`src/rtl/dmem_arbiter.sv`:
```
// rtl/dmem_arbiter.sv - two-master round-robin arbiter with bounded locking for the single-port data memory
//
// Grants one access per cycle to master 0 (processor) or master 1 (debug/DMA),
// checks the address range/alignment, drives the memory port and routes the
// one-cycle-latency response back to the master that issued it.
//
// Ports:
//   clk, reset          clock, asynchronous active-low reset
//   mx_req/we/addr/     master x request and payload (held until mx_gnt)
//   mx_wdata/wstrb/lock
//   mx_gnt              combinational grant for this cycle
//   mx_rvalid/rdata/err response for the access granted in the previous cycle
//   mem_en/we/addr/     memory command (word index), all zero when idle
//   mem_wdata/wstrb
//   mem_rdata           memory read data, valid the cycle after a read
module dmem_arbiter #(
  parameter int DMEM_SIZE_IN_BYTES = 2048,
  parameter int LOCK_MAX           = 8,
  localparam int AW                = $clog2(DMEM_SIZE_IN_BYTES) - 2
) (
  input  logic          clk,
  input  logic          reset,
  input  logic          m0_req,
  input  logic          m0_we,
  input  logic [31:0]   m0_addr,
  input  logic [31:0]   m0_wdata,
  input  logic [3:0]    m0_wstrb,
  input  logic          m0_lock,
  output logic          m0_gnt,
  output logic          m0_rvalid,
  output logic [31:0]   m0_rdata,
  output logic          m0_err,
  input  logic          m1_req,
  input  logic          m1_we,
  input  logic [31:0]   m1_addr,
  input  logic [31:0]   m1_wdata,
  input  logic [3:0]    m1_wstrb,
  input  logic          m1_lock,
  output logic          m1_gnt,
  output logic          m1_rvalid,
  output logic [31:0]   m1_rdata,
  output logic          m1_err,
  output logic          mem_en,
  output logic          mem_we,
  output logic [AW-1:0] mem_addr,
  output logic [31:0]   mem_wdata,
  output logic [3:0]    mem_wstrb,
  input  logic [31:0]   mem_rdata
);

  localparam int CW = $clog2(LOCK_MAX + 1);

  logic          last;
  logic          lock_valid;
  logic          lock_owner;
  logic [CW-1:0] lock_cnt;

  logic          rsp_valid;
  logic          rsp_owner;
  logic          rsp_we;
  logic          rsp_err;

  logic          gnt_any;
  logic          win;
  logic          sel_we;
  logic [31:0]   sel_addr;
  logic [31:0]   sel_wdata;
  logic [3:0]    sel_wstrb;
  logic          sel_lock;
  logic          addr_err;
  logic [CW-1:0] cnt_inc;
  logic          good_read;

  // Winner selection. A lock only holds while its owner keeps requesting;
  // otherwise the pair falls back to "whoever was not granted last".
  always_comb begin
    gnt_any = 1'b0;
    win     = 1'b0;
    if (reset) begin
      if (lock_valid && (lock_owner ? m1_req : m0_req)) begin
        gnt_any = 1'b1;
        win     = lock_owner;
      end else if (m0_req && m1_req) begin
        gnt_any = 1'b1;
        win     = ~last;
      end else if (m0_req) begin
        gnt_any = 1'b1;
        win     = 1'b0;
      end else if (m1_req) begin
        gnt_any = 1'b1;
        win     = 1'b1;
      end
    end
  end

  assign m0_gnt    = gnt_any & ~win;
  assign m1_gnt    = gnt_any & win;

  assign sel_we    = win ? m1_we    : m0_we;
  assign sel_addr  = win ? m1_addr  : m0_addr;
  assign sel_wdata = win ? m1_wdata : m0_wdata;
  assign sel_wstrb = win ? m1_wstrb : m0_wstrb;
  assign sel_lock  = win ? m1_lock  : m0_lock;

  assign addr_err  = (sel_addr[1:0] != 2'b00) || (sel_addr >= 32'(DMEM_SIZE_IN_BYTES));

  // An erroring access is still granted (so the master gets its error
  // response) but never reaches the memory.
  assign mem_en    = gnt_any & ~addr_err;
  assign mem_we    = mem_en & sel_we;
  assign mem_addr  = gnt_any ? sel_addr[AW+1:2] : '0;
  assign mem_wdata = gnt_any ? sel_wdata : '0;
  assign mem_wstrb = mem_we ? sel_wstrb : 4'h0;

  // Consecutive locked grants by the same master; a fresh lock starts at 1.
  assign cnt_inc   = ((lock_valid && (lock_owner == win)) ? lock_cnt : '0) + 1'b1;

  always_ff @(posedge clk or negedge reset) begin
    if (!reset) begin
      last       <= 1'b1;
      lock_valid <= 1'b0;
      lock_owner <= 1'b0;
      lock_cnt   <= '0;
      rsp_valid  <= 1'b0;
      rsp_owner  <= 1'b0;
      rsp_we     <= 1'b0;
      rsp_err    <= 1'b0;
    end else begin
      rsp_valid <= gnt_any;
      if (gnt_any) begin
        rsp_owner <= win;
        rsp_we    <= sel_we;
        rsp_err   <= addr_err;
        last      <= win;
      end
      // Reaching LOCK_MAX releases the lock with last = owner, so the other
      // master wins the next conflict. Idle cycles or an unlocked grant also
      // release it.
      if (gnt_any && sel_lock && (cnt_inc != CW'(LOCK_MAX))) begin
        lock_valid <= 1'b1;
        lock_owner <= win;
        lock_cnt   <= cnt_inc;
      end else begin
        lock_valid <= 1'b0;
        lock_cnt   <= '0;
      end
    end
  end

  assign good_read = ~rsp_we & ~rsp_err;

  assign m0_rvalid = reset & rsp_valid & ~rsp_owner;
  assign m1_rvalid = reset & rsp_valid & rsp_owner;
  assign m0_rdata  = (m0_rvalid & good_read) ? mem_rdata : 32'h0;
  assign m1_rdata  = (m1_rvalid & good_read) ? mem_rdata : 32'h0;
  assign m0_err    = m0_rvalid & rsp_err;
  assign m1_err    = m1_rvalid & rsp_err;

endmodule

```
`config.mk`:
```
export PLATFORM = sky130hd
export DESIGN_NAME = dmem_arbiter
export DESIGN_NICKNAME = d
export VERILOG_FILES = /design/src/rtl/dmem_arbiter.sv
export SDC_FILE = /design/constraint.sdc
export NUM_CORES = 1
export LEC_CHECK = 0
export BUFFER_PORTS_ARGS = -buffer_cell sky130_fd_sc_hd__buf_2
export CORE_AREA = 5 5 111 113
export CTS_CLUSTER_DIAMETER = 120
export DETAILED_ROUTE_END_ITERATION = 10
export DIE_AREA = 0 0 116 118
export PLACE_DENSITY_LB_ADDON = 0.12
export SYNTH_ARGS = -nofsm -noshare
export SYNTH_HDL_FRONTEND = slang
export SYNTH_SLANG_ARGS = --single-unit
```
`constraint.sdc`:
```
create_clock -name clk -period 3.4 [get_ports clk]
set_input_delay 0.17 -clock clk [delete_from_list [all_inputs] [get_ports clk]]
set_output_delay 0.17 -clock clk [all_outputs]
set_load 0.02 [all_outputs]
```
==> out/metrics.sh <==
POST-CTS-SETUP-BUFFERS=0
GRT_START_MAX_NET_PINS=47
WORSTSETUPPATHTYPE='in2reg'
FINAL_PERIOD_UTILIZATION_PCT=77.8
SYNTH.AREA.TOP_CELLS='and2_1 (25%), nand2_1 (19%), dfrtp_1 (14%), nand3_1 (12%), nor4_1 (4.3%)'
NUM-FILL-CELLS=1263
IO-PIN-COUNT=293
CELLINTERNALPOWER_uW=443
DIE_X_UM=116
PEAK_SUPPLY_DROP_mV=0.183
WORST_HOLD_PATH_TYPE='in2reg'
YOSYS_WARNINGS=0
SYNTH_NETS=467
SLEW_LIMIT_HEADROOM_PCT=66.1
FIRST_GLOBAL_VIAS=2892
RR_STARTPOINT='lock_owner$_DFFE_PN0N_'
SYN_TO_FINAL_GROWTH_PCT=98.1
TRANSITION_AT_THE_PIN_WITH_THE_SMALLEST_MAX_TRANSITION_SLACK_PS=495
DETAIL_ROUTE.DRC_VIOLATIONS=0
ROUTABILITYCONGESTION=0.764
DRT-PASS1-ITER-COUNT=4
ANTENNA_FOUND_INITIAL=1
PLACEMENT.SETUP.WORST_SLACK_PS=1030
NETLIST-CELL-TYPE-COUNT=32
H-TREE-DEPTH=1
POWER.DENSITY_CELL_AREA_mW_PER_MM2=202
START_UTIL_PCT=15.5
GLOBAL_ROUTE_WIRE_LENGTH_BEFORE_REPAIR_MM=13.7
LAYOUT_MIN_CYCLE_TIME_PS=2650
FIN_TOTAL_PWR_uW=695
WORST_SLACK_SETUP_FINAL_PS=754
SYNTH-SEQ-AREA-SHARE_PCT=15.9
POSTROUTEWIRELENGTH_MM=9.51
NETLIST.TOP_CELL.BY_AREA='and2_1'
CTS-ROOT-TO-SINK-BUFFERS=2
HOLDCRITSTARTPOINT='m0_req'
VIAS_PER_CELL=4.24
LEAKAGE_POWER_nW=2.23
CRIT_PATH_MAX_FO=18
MAPPEDNETLISTAREA_MM2=0.00174
TRITONCTS.NUM_BUFFERS=3
FIN_NETS=750
RUN_STATUS='completed'
DIE_AREA_MM2=0.0137
ROUTE.VIAS.TOTAL=3029
FINISH.CELL_COUNT_WITHOUT_FILLERS=715
FIN_SETUP_TNS_PS=0
WL_PER_CELL_UM=13.3
FINAL_CORE_UTILIZATION_PCT=30.7
HOLD_VIOL_FINAL=0
SYNTH_TOP_AREA_SHARE_PCT=24.8
SW_FRAC_OF_TOTAL_PCT=36.3
TIMING.CRITICAL_PATH.REQUIRED_PS=3520
CLOCK-ROOT-BUFFER='clkbuf_16'
CTS_TREE='yes'
MAX-CAP-VIOLATIONS=0
DIE_Y_EXTENT_UM=118
GRT_USAGE_PCT=12.4
MAX_TRANSITION_VIOLS_FINAL=0
IO_BUFFER_COUNT=292
POWER.SHARE.CLOCK_PCT=30.8
CLOCK-SINKS=11
SETUP.WORST_PATH.END_CLASS='flop'
SETUP-VIOLATIONS-FINAL=0
TIMING.CRITICAL_PATH.FROM='reset'
FMAXACHIEVABLE_GHz=0.378
YS_SEQ_ELEMENTS=11
FRACTION_OF_FINAL_LAYOUT_CELLS_SIZED_BEYOND_DRIVE_STRENGTH_1_PCT=53.8
P_COMB_SHARE_PCT=47.6
SEQ_POWER_SHARE_PCT=21.7
CLKSLEWWORSTSETUPHOLDPATHS_PS=40
GR-TOTAL-OVERFLOW=0
DP_HPWL_MM=8.21
FINAL_ANTENNA_NET_COUNT=0
UNREPAIRED_SETUP_ENDPOINTS_AFTER_GLOBAL_ROUTING='no'
CATEGORY_OF_THE_WORST_SETUP_PATH_LAUNCH_POINT='primary input'
ROWS=39
INSERTION_DELAY_PS=240
CRIT_ARRIVAL_PS=2760
SYN_AREA_PER_CELL_UM2=6.02
CORE_AREA_MM2=0.0112
SWITCHING_POWER_uW=252
FINALCLOCKSKEW_PS=1.55
DP.CELLS=709
NUMBER_OF_DESIGN_RULE_VIOLATIONS_LEFT_BY_THE_FIRST_DETAILED_ROUTER_ITERATION=66
NETLIST_INSTANCES=289
## final timing paths
kind | to | slack, ps | depth (start not counted)
setup reg to reg | lock_owner$_DFFE_PN0N_ | 1170 | 7
hold reg to reg | last$_DFFE_PN1P_ | 490 | 2
min in group asynchronous | rsp_we$_DFFE_PN0P_ | 390 | 2
max in group asynchronous | last$_DFFE_PN1P_ | 2700 | 2
hold / removal | rsp_valid$_DFF_PN0_ | 230 | 2
setup / recovery | lock_owner$_DFFE_PN0N_ | 750 | 9
## state kept, by name, summed over array words and instances (netlist names)
name and count:
rsp_owner 1, rsp_err 1, lock_valid 1, lock_owner 1, lock_cnt 4, rsp_valid 1
last 1, rsp_we 1
## cell usage in the layout (no fill, tap or decap), drive strengths merged, types with 5 or more instances in the layout
cell / count
and2: 69
buf: 297
dfrtp: 10
mux2i: 5
nand2: 86
nand3: 43
nor2: 6
nor3: 6
nor4: 12
## cell type report
class | instances | area (µm²) | share of cell area, %
repair buffers | 298 | 1510 | 43.8
multi-input cells | 253 | 1380 | 40.1
flip-flops and latches | 11 | 277 | 8.02
well taps | 143 | 179 | 5.19
clock buffers | 4 | 78.8 | 2.29
inverters | 5 | 18.8 | 0.545
diodes | 1 | 2.50 | 0.0726
## cells in the mapped netlist (all sizes together)
| cell | instances |
|---|---|
| a22oi | 1 |
| nor2 | 6 |
| buf | 4 |
| nand2 | 86 |
| xnor2 | 2 |
| inv | 4 |
| dfstp | 1 |
| clkinv | 1 |
| nand4 | 2 |
| nand3 | 43 |
| mux2 | 1 |
| and4 | 1 |
| and3 | 2 |
| mux2i | 5 |
| a41oi | 1 |
| nor2b | 1 |
| o31a | 1 |
| a21oi | 1 |
| nand2b | 2 |
| clkbuf | 16 |
| a21boi | 1 |
| dfrtp | 10 |
| nor4 | 12 |
| a311oi | 1 |
| o21ai | 2 |
| nor3 | 6 |
| and2 | 69 |
| o21a | 2 |
| a21bo | 1 |
| ha | 2 |
| a31oi | 1 |
| xor2 | 1 |
## timing repair
action / in CTS / in global routing
endpoints found under the hold margin: 10 / 0
hold buffers: 1 / 0
gates resized for setup: 0 / 0
## metal layers
layer,global-route usage (%),share of wire [%],wire [µm]
met4,2.61,0.84,80
met5,0,0,0
met2,26.6,55,5250
met1,11.4,31,2990
met3,2.16,13,1190
## power by group through the flow
stage               Sequential [mW]  Clock [mW]  Combinational (mW)
global route                  0.152       0.229               0.367
finish                        0.151       0.214               0.331
global placement              0.152           0               0.331
CTS                           0.151       0.218               0.337
detailed placement            0.152           0               0.335
floorplan                     0.149           0               0.162
## logic make-up (layout without fill, tap and decap cells)
kind of cell / after synthesis / after routing / share of synthesized area [%]
compound gates: 12 / 12 / 5.83
xor+xnor: 3 / 3 / 1.51
fa+ha+maj: 2 / 2 / 1.44
buf+inv: 25 / 307 / 5.68
flops: 11 / 11 / 15.9
mux: 6 / 6 / 3.53
other cells: 0 / 1 / 0
simple gates: 230 / 230 / 66.1
## per-stage QoR
step | hold slack, ps | instance area, µm²
3_5_place_dp | 102 | 3350
6_report | 235 | 3450
3_3_place_gp | 97.5 | 3350
4_1_cts | 233 | 3440
5_1_grt | 259 | 3440
2_1_floorplan | -126 | 1740
## critical path, cell delays in order
cell and delay [ps]:
dlygate4sd3_1 520, buf_2 340, a21boi_1 150, a311oi_2 390, and2_1 240, ha_1 210, xnor2_1 90, a41oi_2 300
mux2_1 350
(Power assumes the default switching activity.)
